===== config.mk =====
export PLATFORM = sky130hd
export DESIGN_NAME = cp0_exc_ctrl
export DESIGN_NICKNAME = d
export VERILOG_FILES = /design/src/rtl/cp0_exc_ctrl.sv
export SDC_FILE = /design/constraint.sdc
export NUM_CORES = 1
export LEC_CHECK = 0
export ABC_AREA = 1
export CAP_MARGIN = 25
export CORE_UTILIZATION = 25
export DETAILED_ROUTE_END_ITERATION = 16
export PLACE_DENSITY = 0.48
export SLEW_MARGIN = 25
export SYNTH_ARGS = -nofsm -noshare
export SYNTH_HDL_FRONTEND = slang
export SYNTH_SLANG_ARGS = --single-unit

===== constraint.sdc =====
create_clock -name clk -period 2.9 [get_ports clk]
set_input_delay 0.58 -clock clk [delete_from_list [all_inputs] [get_ports clk]]
set_output_delay 0.58 -clock clk [all_outputs]
set_load 0.005 [all_outputs]

===== src/rtl/cp0_exc_ctrl.sv =====
// CP0 exception/interrupt controller: Count/Compare/Status/Cause/EPC state
// plus a prioritised IDLE -> FLUSH -> REDIR redirect sequencer.
module cp0_exc_ctrl #(
    parameter logic [31:0] EXC_VECTOR = 32'h0000_3000,
    parameter logic [31:0] STATUS_RST = 32'h0000_0001
) (
    input  logic        clk,
    input  logic        rst,
    input  logic [5:0]  irq,
    input  logic        exc_valid,
    input  logic [4:0]  exc_code,
    input  logic [31:0] exc_pc,
    input  logic        exc_bd,
    input  logic [31:0] int_pc,
    input  logic        eret,
    input  logic        cp0_wr,
    input  logic [4:0]  cp0_addr,
    input  logic [31:0] cp0_wdata,
    output logic [31:0] cp0_rdata,
    output logic        stall,
    output logic        flush,
    output logic        redirect,
    output logic [31:0] redirect_pc
);

    localparam logic [1:0] S_IDLE  = 2'd0;
    localparam logic [1:0] S_FLUSH = 2'd1;
    localparam logic [1:0] S_REDIR = 2'd2;

    localparam logic [4:0] R_COUNT   = 5'd9;
    localparam logic [4:0] R_COMPARE = 5'd11;
    localparam logic [4:0] R_STATUS  = 5'd12;
    localparam logic [4:0] R_CAUSE   = 5'd13;
    localparam logic [4:0] R_EPC     = 5'd14;

    // Implemented Status bits: IM[15:8], EXL[1], IE[0]
    localparam logic [31:0] STATUS_MASK = 32'h0000_FF03;

    logic [1:0]  state;
    logic [31:0] count;
    logic [31:0] compare;
    logic [31:0] status;
    logic [31:0] epc;
    logic [31:0] target;
    logic        cause_bd;
    logic [1:0]  cause_sw;
    logic [4:0]  cause_code;
    logic        timer_pend;

    logic [7:0]  ip;
    logic [31:0] cause;
    logic        idle;
    logic        exl;
    logic        int_pend;
    logic        take_exc;
    logic        take_int;
    logic        take_eret;
    logic        take_wr;
    logic        wr_count;
    logic        wr_compare;
    logic        wr_status;
    logic        wr_cause;
    logic        wr_epc;
    logic [31:0] count_nxt;

    // Pending bits: timer shares IP[15] with irq[5], software bits at IP[9:8]
    assign ip    = {irq[5] | timer_pend, irq[4:0], cause_sw};
    assign cause = {cause_bd, 15'b0, ip, 1'b0, cause_code, 2'b00};

    assign idle     = (state == S_IDLE);
    assign exl      = status[1];
    assign int_pend = (|(ip & status[15:8])) & status[0] & ~exl;

    // Fixed priority: exception > interrupt > eret > mtc0
    assign take_exc  = idle & exc_valid;
    assign take_int  = idle & ~exc_valid & int_pend;
    assign take_eret = idle & ~exc_valid & ~int_pend & eret;
    assign take_wr   = idle & ~exc_valid & ~int_pend & ~eret & cp0_wr;

    assign wr_count   = take_wr & (cp0_addr == R_COUNT);
    assign wr_compare = take_wr & (cp0_addr == R_COMPARE);
    assign wr_status  = take_wr & (cp0_addr == R_STATUS);
    assign wr_cause   = take_wr & (cp0_addr == R_CAUSE);
    assign wr_epc     = take_wr & (cp0_addr == R_EPC);

    assign count_nxt = wr_count ? cp0_wdata : count + 32'd1;

    // Free-running Count and the sticky Compare-match flag
    always_ff @(posedge clk) begin
        if (rst) begin
            count      <= 32'd0;
            compare    <= 32'd0;
            timer_pend <= 1'b0;
        end else begin
            count <= count_nxt;
            if (wr_compare) begin
                compare    <= cp0_wdata;
                timer_pend <= 1'b0;
            end else if (count_nxt == compare) begin
                timer_pend <= 1'b1;
            end
        end
    end

    // Status: EXL set on entry, cleared on eret, full write via mtc0
    always_ff @(posedge clk) begin
        if (rst) begin
            status <= STATUS_RST & STATUS_MASK;
        end else if (take_exc || take_int) begin
            status[1] <= 1'b1;
        end else if (take_eret) begin
            status[1] <= 1'b0;
        end else if (wr_status) begin
            status <= cp0_wdata & STATUS_MASK;
        end
    end

    // Cause: code/BD captured on entry, only software IP bits writable
    always_ff @(posedge clk) begin
        if (rst) begin
            cause_bd   <= 1'b0;
            cause_sw   <= 2'b00;
            cause_code <= 5'd0;
        end else if (take_exc) begin
            cause_code <= exc_code;
            if (!exl) begin
                cause_bd <= exc_bd;
            end
        end else if (take_int) begin
            cause_code <= 5'd0;
            cause_bd   <= 1'b0;
        end else if (wr_cause) begin
            cause_sw <= cp0_wdata[9:8];
        end
    end

    // EPC: nested exceptions (EXL already set) keep the original return PC
    always_ff @(posedge clk) begin
        if (rst) begin
            epc <= 32'd0;
        end else if (take_exc) begin
            if (!exl) begin
                epc <= exc_bd ? exc_pc - 32'd4 : exc_pc;
            end
        end else if (take_int) begin
            epc <= int_pc;
        end else if (wr_epc) begin
            epc <= cp0_wdata;
        end
    end

    // Sequencer: accept in IDLE, then one flush cycle and one redirect cycle
    always_ff @(posedge clk) begin
        if (rst) begin
            state  <= S_IDLE;
            target <= 32'd0;
        end else begin
            case (state)
                S_IDLE: begin
                    if (take_exc || take_int) begin
                        state  <= S_FLUSH;
                        target <= EXC_VECTOR;
                    end else if (take_eret) begin
                        state  <= S_FLUSH;
                        target <= epc;
                    end
                end
                S_FLUSH: state <= S_REDIR;
                S_REDIR: state <= S_IDLE;
                default: state <= S_IDLE;
            endcase
        end
    end

    assign stall       = ~idle;
    assign flush       = (state == S_FLUSH);
    assign redirect    = (state == S_REDIR);
    assign redirect_pc = redirect ? target : 32'd0;

    // Register read port, unmapped numbers read as zero
    always_comb begin
        cp0_rdata = 32'd0;
        case (cp0_addr)
            R_COUNT:   cp0_rdata = count;
            R_COMPARE: cp0_rdata = compare;
            R_STATUS:  cp0_rdata = status;
            R_CAUSE:   cp0_rdata = cause;
            R_EPC:     cp0_rdata = epc;
            default:   cp0_rdata = 32'd0;
        endcase
    end

endmodule


==> impl_metrics.toml, run 1 <==
[hold_path]
min_from = "target[9]"
hold_path.class = "flip-flop to flip-flop"

[power]
vdd_drop_max_v = 0.000437
pwr-share-comb = 0.156
p_int_mw = 3.89
p_leak_nw = 5.48
switching_share = 0.282
seqPwrFrac = 0.414
p_per_area_nw_per_um2 = 413
clkPwrFrac = 0.430
power_mw = 5.42
p_switching_mw = 1.53

[worst_setup_path]
r2r_start = "count[0]"
startpoint = "cp0_addr[4]"
critPathMostFrequentCell = "buf_4"
critPathBufInv = 7
cp_max_fo = 11
startpoint_type = "input pin"
worst_path_largest_cell_delay_ns = 0.26
path_cells = "dlygate4sd2_1 > nor2_1 > nand2_2 > nor3_2 > buf_4 > clkinv_4 > buf_8 > buf_12 > buf_4 > o221ai_1 > buf_2"
crit_type = "input pin to output port"
cp.arrival_ns = 2.20
cp_data_required_time_ns = 2.32
end_kind = "output port"
cp_top_family = "buffers and inverters"
cp_slowest_cell = "dlygate4sd2_1"

[die]
chipWidth_um = 194
start_util = 0.256
fp.dieH_um = 194
fp.coreArea_um2 = 35900
die_area_um2 = 37600
row_count = 69
ios = 185

[placed_design]
routabilityCongestion = 0.932
dpl.hpwl_mm = 32.7
placed_area_um2 = 12300
io_buffers = 184

[synth]
synth_cell_types = 44
synth_ff_type = "dfxtp_1"
ys_warn_count = 0
syn-cell-area_um2 = 9210
synth_top_area_frac = 0.324
synth_edf_count = 0
syn_area_per_cell_um2 = 6.21
yosysSeqAreaShare = 0.324
synth_top_cell_by_area = "dfxtp_1"
synth.top_cells.by_area = "dfxtp_1, nand2_1, inv_1, o21ai_0, nor2_1"
ys_top_cells_by_count = "nand2_1, inv_1, nor2_1, dfxtp_1, o21ai_0"
synth-seq-cells = 149
synth_most_common_cell = "nand2_1"
netlist_instances = 1482
syn_nets = 1602
async_flop_share = 0

[final_layout]
fill_cells = 3928
regArea_um2 = 2980
final_area_um2 = 13100
drive_above_1_share = 0.143
antenna_cells = 0
fin_nets = 1864
syn_to_final_growth_pct = 42.5
multi_input_area_um2 = 5290

[drt]
wl_mm = 41.5
drt_iter0_markers = 721
drt-vias-per-instance = 4.84
dr.pass1.iters = 5
drtAntennaViolNets = 0
vias = 10744
wire_per_inst_um = 18.7
drc = 0

[flow_run]
drv_cap = 0

[timing]
rsz0062_at_grt = "no"
slew_violations = 0
fmax_mhz = 360
skew_ns = 0.00977
finalCriticalPeriod_ns = 2.78
tightestPinTransition_ns = 0.607
finalSetupViolCount = 0
tns_ns = 0
fin_crit_sh = 0.958
max_slew_margin = 0.596
hold_violations = 0

[cts]
cts_root_buf = "clkbuf_16"
postCtsHoldBufs = 0
cts_buffers = 17
cts_tree = "yes"
cts_sinks = 149
htree_levels = 4
cts_buffer_depth = 2
clkTransAtPathRegs_ns = 0.06
clkLatencyLatePin_ns = 0.44

[grt]
grt_pass1_vias = 10368
gr-total-overflow = 0
grt_usage = 0.222
grt_max_degree = 75
antenna_found_initial = 0
grt_pass1_wl_mm = 63.1

[run_status]
status = "completed"
==> sequential cells by signal (all words and copies together) (netlist names) <==
name        flops
status         10
cause_code      5
target         32
compare        32
state           2
timer_pend      1
cause_sw        2
cause_bd        1
epc            32
count          32
==> layout by cell type, fill, tap and decap left out, types with 12 or more instances in the layout <==
cell	synthesis	layout
o211ai_1	23	23
nand3_1	105	104
nor2_1	155	154
o21ai_1	7	12
nand4_1	18	18
nand2_1	351	347
buf_2	14	23
inv_2	9	14
buf_4	2	109
buf_12	0	12
nor3_1	23	20
clkdlybuf4s50_1	0	146
a31oi_1	19	19
inv_1	198	191
clkbuf_16	0	17
a21oi_1	108	108
o31ai_1	30	30
o21ai_0	124	117
dfxtp_1	149	149
==> cells by family after synthesis <==
logic type      count (synthesis)  share of synthesized area
fa+ha+maj                       2                    0.00272
compound gates                364                      0.233
simple gates                  674                      0.309
xor+xnor                       13                     0.0124
buf+inv                       280                      0.119
flops                         149                      0.324
==> power by group through the flow <==
stage | Combinational [mW] | Sequential [mW] | Clock (mW)
after floorplan | 0.386 | 2.22 | 0
after global placement | 0.829 | 2.29 | 0
after detailed placement | 0.833 | 2.28 | 0
after CTS | 0.847 | 2.24 | 2.39
after global routing | 0.935 | 2.25 | 2.46
final | 0.847 | 2.24 | 2.33
==> final timing paths <==
| check | cells past startpoint | to | slack (ns) |
|---|---|---|---|
| max | 11 | cp0_rdata[18] | 0.12 |
| min | 2 | target[9] | 0.47 |
| max reg2reg | 19 | timer_pend | 0.36 |
| min reg2reg | 2 | target[9] | 0.47 |
==> metrics by stage <==
stage | utilization | setup WS, ns | cells | hold slack [ns]
2_1_floorplan | - | 0.349 | 1482 | 0.433
3_3_place_gp | 0.342 | -0.401 | 2164 | 0.460
3_5_place_dp | 0.342 | -0.405 | 2164 | 0.458
4_1_cts | 0.364 | -0.0738 | 2213 | 0.468
5_1_grt | 0.366 | 0.0110 | 2218 | 0.477
6_report | 0.366 | 0.123 | 2218 | 0.471
==> worst reg2reg max path, delay by kind of cell (launching register included) <==
kind	cells	cell delay [ns]
and+or+nand+nor	15	1.41
adders and majority gates	1	0.23
AOI/OAI and AO/OA	1	0.10
buffers and inverters	2	0.28
DFF	1	0.44
==> final cells by class <==
class | instances | share of cell area
flip-flops and latches | 149 | 0.227
multi-input cells | 1053 | 0.403
clock inverters | 9 | 0.00963
clock buffers | 23 | 0.0356
well taps | 461 | 0.0439
repair buffers | 314 | 0.220
inverters | 209 | 0.0604
==> what timing repair did <==
item,4_1_cts,5_1_grt
cloned,2,0
pin swaps,6,5
resized for setup,143,26
buffers inserted,15,6
setup endpoints to repair,32,31
==> routing by layer <==
layer | share of wire | track usage | wire (um) | vias to the layer above
met2 | 0.44 | 0.346 | 18200 | 317
met1 | 0.48 | 0.305 | 19900 | 4951
met3 | 0.062 | 0.0484 | 2590 | 45
met4 | 0.021 | 0.0650 | 857 | 0
met5 | 0 | 0 | 0 | -
li1 | - | - | - | 5431
Note: power is estimated with default switching activity, not from simulation.
==> run 2: changes to the inputs <==
--- a/config.mk
+++ b/config.mk
@@ -7,9 +7,11 @@
 export LEC_CHECK = 0
 export ABC_AREA = 1
 export CAP_MARGIN = 25
+export CELL_PAD_IN_SITES_DETAIL_PLACEMENT = 1
+export CELL_PAD_IN_SITES_GLOBAL_PLACEMENT = 1
 export CORE_UTILIZATION = 25
 export DETAILED_ROUTE_END_ITERATION = 16
-export PLACE_DENSITY = 0.48
+export PLACE_DENSITY = 0.63
 export SLEW_MARGIN = 25
 export SYNTH_ARGS = -nofsm -noshare
 export SYNTH_HDL_FRONTEND = slang
==> run 2 against run 1 <==
Net effect:
- clock-buffer cell count shrank 6
- non-clock buffer count up 7
- design area is 0.28% lower
- clock power down 4%
- fmax shrank 0.77%
- sequential share of layout area grew 0.063 points
- wire length grew 6.5%
- register-to-register slack got worse by 0.08 ns
- worst setup slack lost 0.022 ns
- sequential power about the same
- largest cell class unchanged
==> impl_metrics.toml, run 2 (synthesis gave the netlist of run 1 again) <==
[die]
fp.coreArea_um2 = 35900
start_util = 0.256
ios = 185
die_area_um2 = 37600
row_count = 69
chipWidth_um = 194
fp.dieH_um = 194

[timing]
setup_slack_ns = 0.101
skew_ns = 0.0102
max_slew_margin = 0.617
fmax_mhz = 357
slew_violations = 0
fin_crit_sh = 0.965
rsz0062_at_grt = "no"
finalCriticalPeriod_ns = 2.80
tightestPinTransition_ns = 0.575
hold_violations = 0
whs_ns = 0.474
finalSetupViolCount = 0

[drt]
drc = 0
drtAntennaViolNets = 0
wl_mm = 44.2
wire_per_inst_um = 19.9
vias = 11031
dr.pass1.iters = 5
drt_iter0_markers = 667
drt-vias-per-instance = 4.96

[worst_setup_path]
startpoint_type = "input pin"
cp_data_required_time_ns = 2.32
cp_max_fo = 3
critPathMostFrequentCell = "buf_4"
cp_top_family = "buffers and inverters"
end_kind = "output port"
crit_type = "input pin to output port"
path_cells = "dlygate4sd2_1 > inv_2 > nor3_2 > inv_2 > nor3_2 > buf_4 > buf_4 > buf_4 > nand2_1 > o21ai_0 > a221oi_1 > buf_4 > o21ai_0 > buf_2"
worst_path_largest_cell_delay_ns = 0.24
cp_slowest_cell = "dlygate4sd2_1"
critPathBufInv = 8
cp.arrival_ns = 2.22

[hold_path]
hold_path.class = "flip-flop to flip-flop"

[flow_run]
drv_cap = 0

[cts]
cts_sinks = 149
cts_root_buf = "clkbuf_16"
clkLatencyLatePin_ns = 0.45
clkTransAtPathRegs_ns = 0.07
cts_tree = "yes"
postCtsHoldBufs = 0
cts_buffer_depth = 2
htree_levels = 4
cts_buffers = 17

[final_layout]
final_cell_mix = "nand2_1, inv_1, nor2_1"
syn_to_final_growth_pct = 42.1
fin_nets = 1871
drive_above_1_share = 0.147
final_area_um2 = 13100
mostFrequentLayoutCell = "nand2_1"

[grt]
grt_usage = 0.235
grt_pass1_vias = 11304
gr-total-overflow = 0
grt_max_degree = 56
grt_pass1_wl_mm = 67.5
antenna_found_initial = 1

[placed_design]
dpl.hpwl_mm = 35.0
placed_area_um2 = 12300
routabilityCongestion = 0.868
io_buffers = 184
dpl_worst_slack_ns = -0.552

[run_status]
status = "completed"

[power]
vdd_drop_max_v = 0.000402
p_per_area_nw_per_um2 = 408
p_leak_nw = 5.43
==> run 2: changes by cell type in the layout (fill, tap and decap cells not counted), moves of 4 or more <==
cell             before  now
clkbuf_1              4    0
clkbuf_2              4    0
buf_4               109  120
inv_8                 0    5
inv_6                 0    5
clkdlybuf4s15_2       0    5
o221ai_2              9    5
==> run 2: worst paths after layout <==
path	from	end	slack (ns)	cells after the start
hold reg to reg	target[24]	target[24]	0.47	2
setup reg to reg	count[0]	timer_pend	0.28	19
setup / recovery	cp0_addr[2]	cp0_rdata[14]	0.10	14
hold / removal	target[24]	target[24]	0.47	2
==> run 2: worst min-delay path, cell delays in order (launching register included) <==
cell,delay (ns)
dfxtp_1,0.30
inv_1,0.06
o31ai_1,0.07
==> run 2: power breakdown <==
group          switching, mW  internal (mW)
clock network           1.10           1.14
registers             0.0981           2.13
logic                  0.496          0.367
total                   1.70           3.64
==> run 2: what timing repair did <==
item                                   in CTS  in global routing
pin swaps                                  10                  1
resized for setup                         151                  2
setup endpoints to repair                  32                  5
buffers inserted                           19                  2
endpoints found under the hold margin       0                  0
==> run 2: metrics by stage <==
stage / setup TNS, ns / util / total power [mW] / instances
after detailed placement: -14.47 / 0.344 / 3.13 / 2175
final: 0 / 0.365 / 5.34 / 2226
after global placement: -12.49 / 0.344 / 3.12 / 2175
after floorplan: 0 / - / 2.60 / 1482
after global routing: 0 / 0.365 / 5.55 / 2226
after CTS: 0 / 0.364 / 5.38 / 2223
==> run 2: per-layer routing <==
| metal | share of wire | GRT usage | vias up |
|---|---|---|---|
| li1 | - | - | 5435 |
| met1 | 0.48 | 0.317 | 5303 |
| met2 | 0.46 | 0.388 | 248 |
| met3 | 0.041 | 0.0372 | 45 |
| met4 | 0.019 | 0.0567 | 0 |
| met5 | 0 | 0 | - |
==> run 2: cell type report <==
class,instances,area (um2)
clock inverter,15,138
multi-input combinational,1053,5260
antenna,1,2.50
tap,461,577
sequential,149,2980
timing repair buffer,321,2920
clock buffer,17,425
fill,4611,22800
inverter,209,788
==> run 3: changes to the inputs <==
--- a/config.mk
+++ b/config.mk
@@ -9,6 +9,7 @@
 export CAP_MARGIN = 25
 export CELL_PAD_IN_SITES_DETAIL_PLACEMENT = 1
 export CELL_PAD_IN_SITES_GLOBAL_PLACEMENT = 1
+export CORE_ASPECT_RATIO = 1.5
 export CORE_UTILIZATION = 25
 export DETAILED_ROUTE_END_ITERATION = 16
 export PLACE_DENSITY = 0.63
==> run 3 against run 2 <==
Net effect:
- clock power is 4% higher
- clock-buffer cell count stayed put
- worst hold slack got worse by 0.0032 ns
- worst setup slack got worse by 0.043 ns
- critical path depth down 5
- via count decreased by 1.2%
- clock skew increased by 0.0029 ns
- fmax shrank 1.5%
- die area hardly changed
- sequential share of layout area fell by 0.11 points
- first-iteration DRC count is 29% lower
- critical endpoint is now cp0_rdata[8]
==> impl_metrics.toml, run 3 (synthesis gave the netlist of run 1 again) <==
[grt]
grt_usage = 0.232
grt_max_degree = 66
antenna_found_initial = 1
gr-total-overflow = 0
grt_pass1_vias = 11343
grt_pass1_wl_mm = 66.8

[worst_setup_path]
end_kind = "output port"
cp_data_required_time_ns = 2.32
cp_max_fo = 9
ff2ff_setup_slack_ns = 0.35
cp.arrival_ns = 2.26
startpoint_type = "input pin"
crit_type = "input pin to output port"

[die]
ios = 185
start_util = 0.255
row_count = 85
chipWidth_um = 159
fp.dieH_um = 237
die_area_um2 = 37600
fp.coreArea_um2 = 36100

[timing]
fmax_mhz = 352
finalSetupViolCount = 0
fin_crit_sh = 0.980
finalCriticalPeriod_ns = 2.84
slew_violations = 0
max_slew_margin = 0.547
rsz0062_at_grt = "no"
hold_violations = 0
tightestPinTransition_ns = 0.678
setup_slack_ns = 0.0582
skew_ns = 0.0131

[placed_design]
io_buffers = 184
routabilityCongestion = 0.918
dpl.hpwl_mm = 34.0
dpl_worst_slack_ns = -0.511

[flow_run]
drv_cap = 0

[drt]
vias = 10896
wl_mm = 43.2
drt-vias-per-instance = 4.91
drc = 0
wire_per_inst_um = 19.5
dr.pass1.iters = 5
drt_iter0_markers = 475
drtAntennaViolNets = 0

[final_layout]
final_cell_mix = "nand2_1, inv_1, nor2_1"
drive_above_1_share = 0.145
syn_to_final_growth_pct = 42.8
fill_cells = 4542
mostFrequentLayoutCell = "nand2_1"
fin_nets = 1850

[cts]
clkTransAtPathRegs_ns = 0.06
cts_buffer_depth = 2
htree_levels = 4
cts_buffers = 17
clkLatencyLatePin_ns = 0.46
cts_tree = "yes"
cts_root_buf = "clkbuf_16"
cts_sinks = 149

[hold_path]
hold_path.class = "flip-flop to flip-flop"

[power]
pwr-share-comb = 0.156
clkPwrFrac = 0.431
p_leak_nw = 5.45
p_switching_mw = 1.55
power_mw = 5.38
p_int_mw = 3.84
switching_share = 0.287
p_per_area_nw_per_um2 = 409
seqPwrFrac = 0.413
vdd_drop_max_v = 0.000292

[run_status]
status = "completed"
==> run 3: power by group through the flow <==
stage / registers [mW] / clock network (mW) / logic (mW)
after CTS: 2.22 / 2.37 / 0.841
after global routing: 2.23 / 2.45 / 0.928
final: 2.22 / 2.32 / 0.841
after global placement: 2.27 / 0 / 0.811
after detailed placement: 2.26 / 0 / 0.824
after floorplan: 2.22 / 0 / 0.386
==> run 3: critical path: stages <==
cell             delay, ns
clkdlybuf4s50_1       0.44
inv_2                 0.10
nor2_2                0.04
inv_2                 0.10
nor2_1                0.07
buf_6                 0.14
a22oi_1               0.28
o2111ai_2             0.19
dlygate4sd2_1         0.31
==> run 3: per-layer routing <==
layer  wire length, um  part of all wire  global-route usage  vias up
li1                  -                 -                   -     5400
met1             18400              0.43               0.268     5203
met2             21700              0.50               0.419      217
met3              1230             0.028              0.0329       76
met4              1820             0.042               0.109        0
met5                 0                 0                   0        -
==> run 3: worst paths after layout <==
kind	start	to	cells past startpoint
worst max register to register	count[0]	timer_pend	18
worst min-delay path	target[1]	target[1]	2
worst min register to register	target[1]	target[1]	2
worst max-delay path	cp0_addr[0]	cp0_rdata[8]	9
==> run 3: what timing repair did <==
item | in CTS | in global routing
pin swaps | 8 | 7
buffers inserted | 11 | 1
hold buffers | 0 | 0
endpoints found under the setup margin | 32 | 34
gates cloned | 2 | 1
gates resized for setup | 167 | 19
==> run 3: area by class of cell <==
class	instances	area (um2)	area share
multi-input cells	1053	5360	0.408
clock inverters	14	161	0.0123
flip-flops and latches	149	2980	0.227
repair buffers	300	2840	0.216
inverters	209	790	0.0600
well taps	478	598	0.0455
clock buffers	17	425	0.0323
diodes	1	2.50	0.000190
==> run 3: stage by stage <==
stage                     cells  TNS, ns  hold slack [ns]  area (um2)  utilization
after floorplan            1482        0            0.433        9210            -
after global placement     2175   -18.39            0.451       12300        0.340
final                      2221        0            0.471       13200        0.365
after detailed placement   2175   -21.66            0.459       12300        0.340
after CTS                  2219   -0.438            0.475       13100        0.363
after global routing       2221        0            0.493       13200        0.365
==> edit, RTL diff (config.mk and constraints of run 1) <==
Register the input `irq` before use, cleared by the reset. The logic sees it one clock later. The other inputs are not delayed to match.
--- a/src/rtl/cp0_exc_ctrl.sv
+++ b/src/rtl/cp0_exc_ctrl.sv
@@ -38,2 +38,12 @@
 
+    logic [5:0] irq_q;
+
+    always_ff @(posedge clk) begin
+        if (rst) begin
+            irq_q <= '0;
+        end else begin
+            irq_q <= irq;
+        end
+    end
+
     logic [1:0]  state;
@@ -66,3 +76,3 @@
     // Pending bits: timer shares IP[15] with irq[5], software bits at IP[9:8]
-    assign ip    = {irq[5] | timer_pend, irq[4:0], cause_sw};
+    assign ip    = {irq_q[5] | timer_pend, irq_q[4:0], cause_sw};
     assign cause = {cause_bd, 15'b0, ip, 1'b0, cause_code, 2'b00};
Check against the original RTL: not equivalent (a bounded check fails within 4 cycles, from zero or initial values and one cycle with rst high).
==> edit against run 1 <==
Critical path type unchanged; combinational power shrank 0.5%; register-to-register slack worse by 30 ps; largest cell class unchanged; total power up 3.6%; synthesized cell count down 1.1%; largest power group unchanged; synthesized area grew 1.2%; worst setup slack got worse by 90 ps; final area rose by 0.80%; highest routed layer unchanged; sequential cell count up 6; routed wire length increased by 1.1%.
==> edit: results (changes against run 1) <==
status: "finished clean"
clockRootBuffer: "clkbuf_16"
first_pass_iters: 7  # +2
n_antenna_cell: 0  # unchanged
dp.final_hpwl_mm: 32.6  # -0.28%
gp_congestion: 0.904  # -3.0%
crit_slowest_cell: "clkdlybuf4s50_1"
path_clk_slew_ps: 60  # about the same
syn-num-nets: 1586  # -1.0%
yosysUniqueCellTypes: 45  # +2.3%
wl_met2_mm: 18.3  # +0.67%
synth_warnings: 0  # unchanged
slowest_delay_ps: 530  # +270 ps
drt_iter0_drc: 849  # +18%
port_buffers: 184  # unchanged
m1WireLength_mm: 20.3  # +2.0%
dr.max_layer_used: "met4"
grt_pass1_vias: 10187  # -1.7%
track_usage_pct: 22.0  # -0.14 points
grt_max_degree: 73  # -2.7%
vias: 10576  # -1.6%
finalClockSkew_ps: 8.74  # -1.03 ps
ys_seq_area_share_pct: 33.3  # +0.91 points
async_flop_share_pct: 0  # unchanged
cts_buffers: 17  # unchanged
critPathArrivalTime_ps: 2290  # +90 ps
worstPathMaxFanout: 6  # -5
p_leak_nw: 5.43  # -0.82%
hp-class: "reg2reg"
synth_top_cells_by_count: "nand2_1, inv_1, nor2_1"
grt_antenna_before_repair: 0  # unchanged
layout-drive-gt1-share_pct: 12.8  # -1.5 points
wl_per_cell_um: 19.1  # +2.1%
final_nets: 1835  # -1.6%
synth-main-ff-cell: "dfxtp_1"
clock_path_buffers: 2  # unchanged
htreeDepth: 4  # unchanged
route.met3.wl_mm: 2.56  # -1.2%
synthTopCellsByArea: "dfxtp_1, nand2_1, inv_1"
clock_latency_ps: 450
max-vdd-ir-drop_mv: 0.436  # -0.24%
max_slew_margin_pct: 59.7  # +0.16 points
grt_pass1_wl_mm: 62.9  # -0.45%
==> edit: cell types whose count changed after synthesis, moves of 4 or more <==
cell and delta:
dfxtp_1 +6, inv_2 -5, nand2_2 +5, nand4_1 -5, o21bai_1 -4, nor3_1 -7, a21oi_1 +5, nand3_1 -10
xor2_1 +13, nand2_1 -24, o211ai_1 -8, nor2_1 +5
==> edit: per-layer routing <==
| layer | vias to the layer above | track usage [%] |
|---|---|---|
| met2 | 291 | 33.7 |
| met5 | - | 0 |
| met1 | 4906 | 31.2 |
| met4 | 0 | 6.12 |
| met3 | 37 | 4.37 |
| li1 | 5342 | - |
==> edit: final timing paths <==
| kind | from | to | slack, ps | cells after the start |
|---|---|---|---|---|
| setup / recovery | cp0_addr[1] | cp0_rdata[29] | 30 | 10 |
| hold / removal | target[22] | target[22] | 470 | 2 |
| setup reg to reg | count[0] | timer_pend | 330 | 17 |
| hold reg to reg | target[22] | target[22] | 470 | 2 |
==> edit: area by class of cell <==
cell class / count / area [sq um]
Clock buffer: 23 / 488
Tap cell: 468 / 586
Multi-Input combinational cell: 1034 / 5270
Fill cell: 3993 / 23400
Timing Repair Buffer: 302 / 2870
Inverter: 205 / 776
Sequential cell: 155 / 3100
Clock inverter: 9 / 136
==> edit: cell families (layout without fill, tap and decap cells) <==
logic type,count (synthesis),count (layout),share of synthesized area (%)
AND/OR/NAND/NOR,643,643,29.3
flip-flops,155,155,33.3
XOR/XNOR,28,28,2.63
multiplexers,1,1,0.107
AO/OA/AOI/OAI,360,360,22.7
buffers and inverters,277,539,11.7
adder cells (fa/ha/maj),2,2,0.268
==> edit: worst register-to-register path: cells and delay by family (launching register included) <==
kind | cells | cell delay (ps)
buf+inv | 1 | 100
simple gates | 14 | 1690
compound gates | 1 | 110
fa+ha+maj | 1 | 200
flops | 1 | 420
==> edit: through the flow <==
| step | setup TNS, ps | worst slack (ps) | total power [mW] | cell area, sq um | std cells |
|---|---|---|---|---|---|
| after floorplan | 0 | 453 | 2.70 | 9320 | 1466 |
| after global placement | -18410 | -727 | 3.20 | 12300 | 2148 |
| after detailed placement | -20120 | -752 | 3.20 | 12300 | 2148 |
| after CTS | -29.0 | -18.3 | 5.66 | 13100 | 2193 |
| after global routing | -54.6 | -11.5 | 5.83 | 13200 | 2196 |
| final | 0 | 32.6 | 5.62 | 13200 | 2196 |
==> edit: where the power goes <==
part	total [mW]	switching, mW	internal [mW]
sequential	2.33	0.106	2.22
clock	2.45	0.999	1.45
combinational	0.843	0.484	0.358
==> edit: what timing repair did <==
action | 4_1_cts | 5_1_grt
setup endpoints to repair | 32 | 29
setup buffers | 13 | 2
gates resized for setup | 89 | 14
gates cloned | 0 | 1
pin swaps | 8 | 1
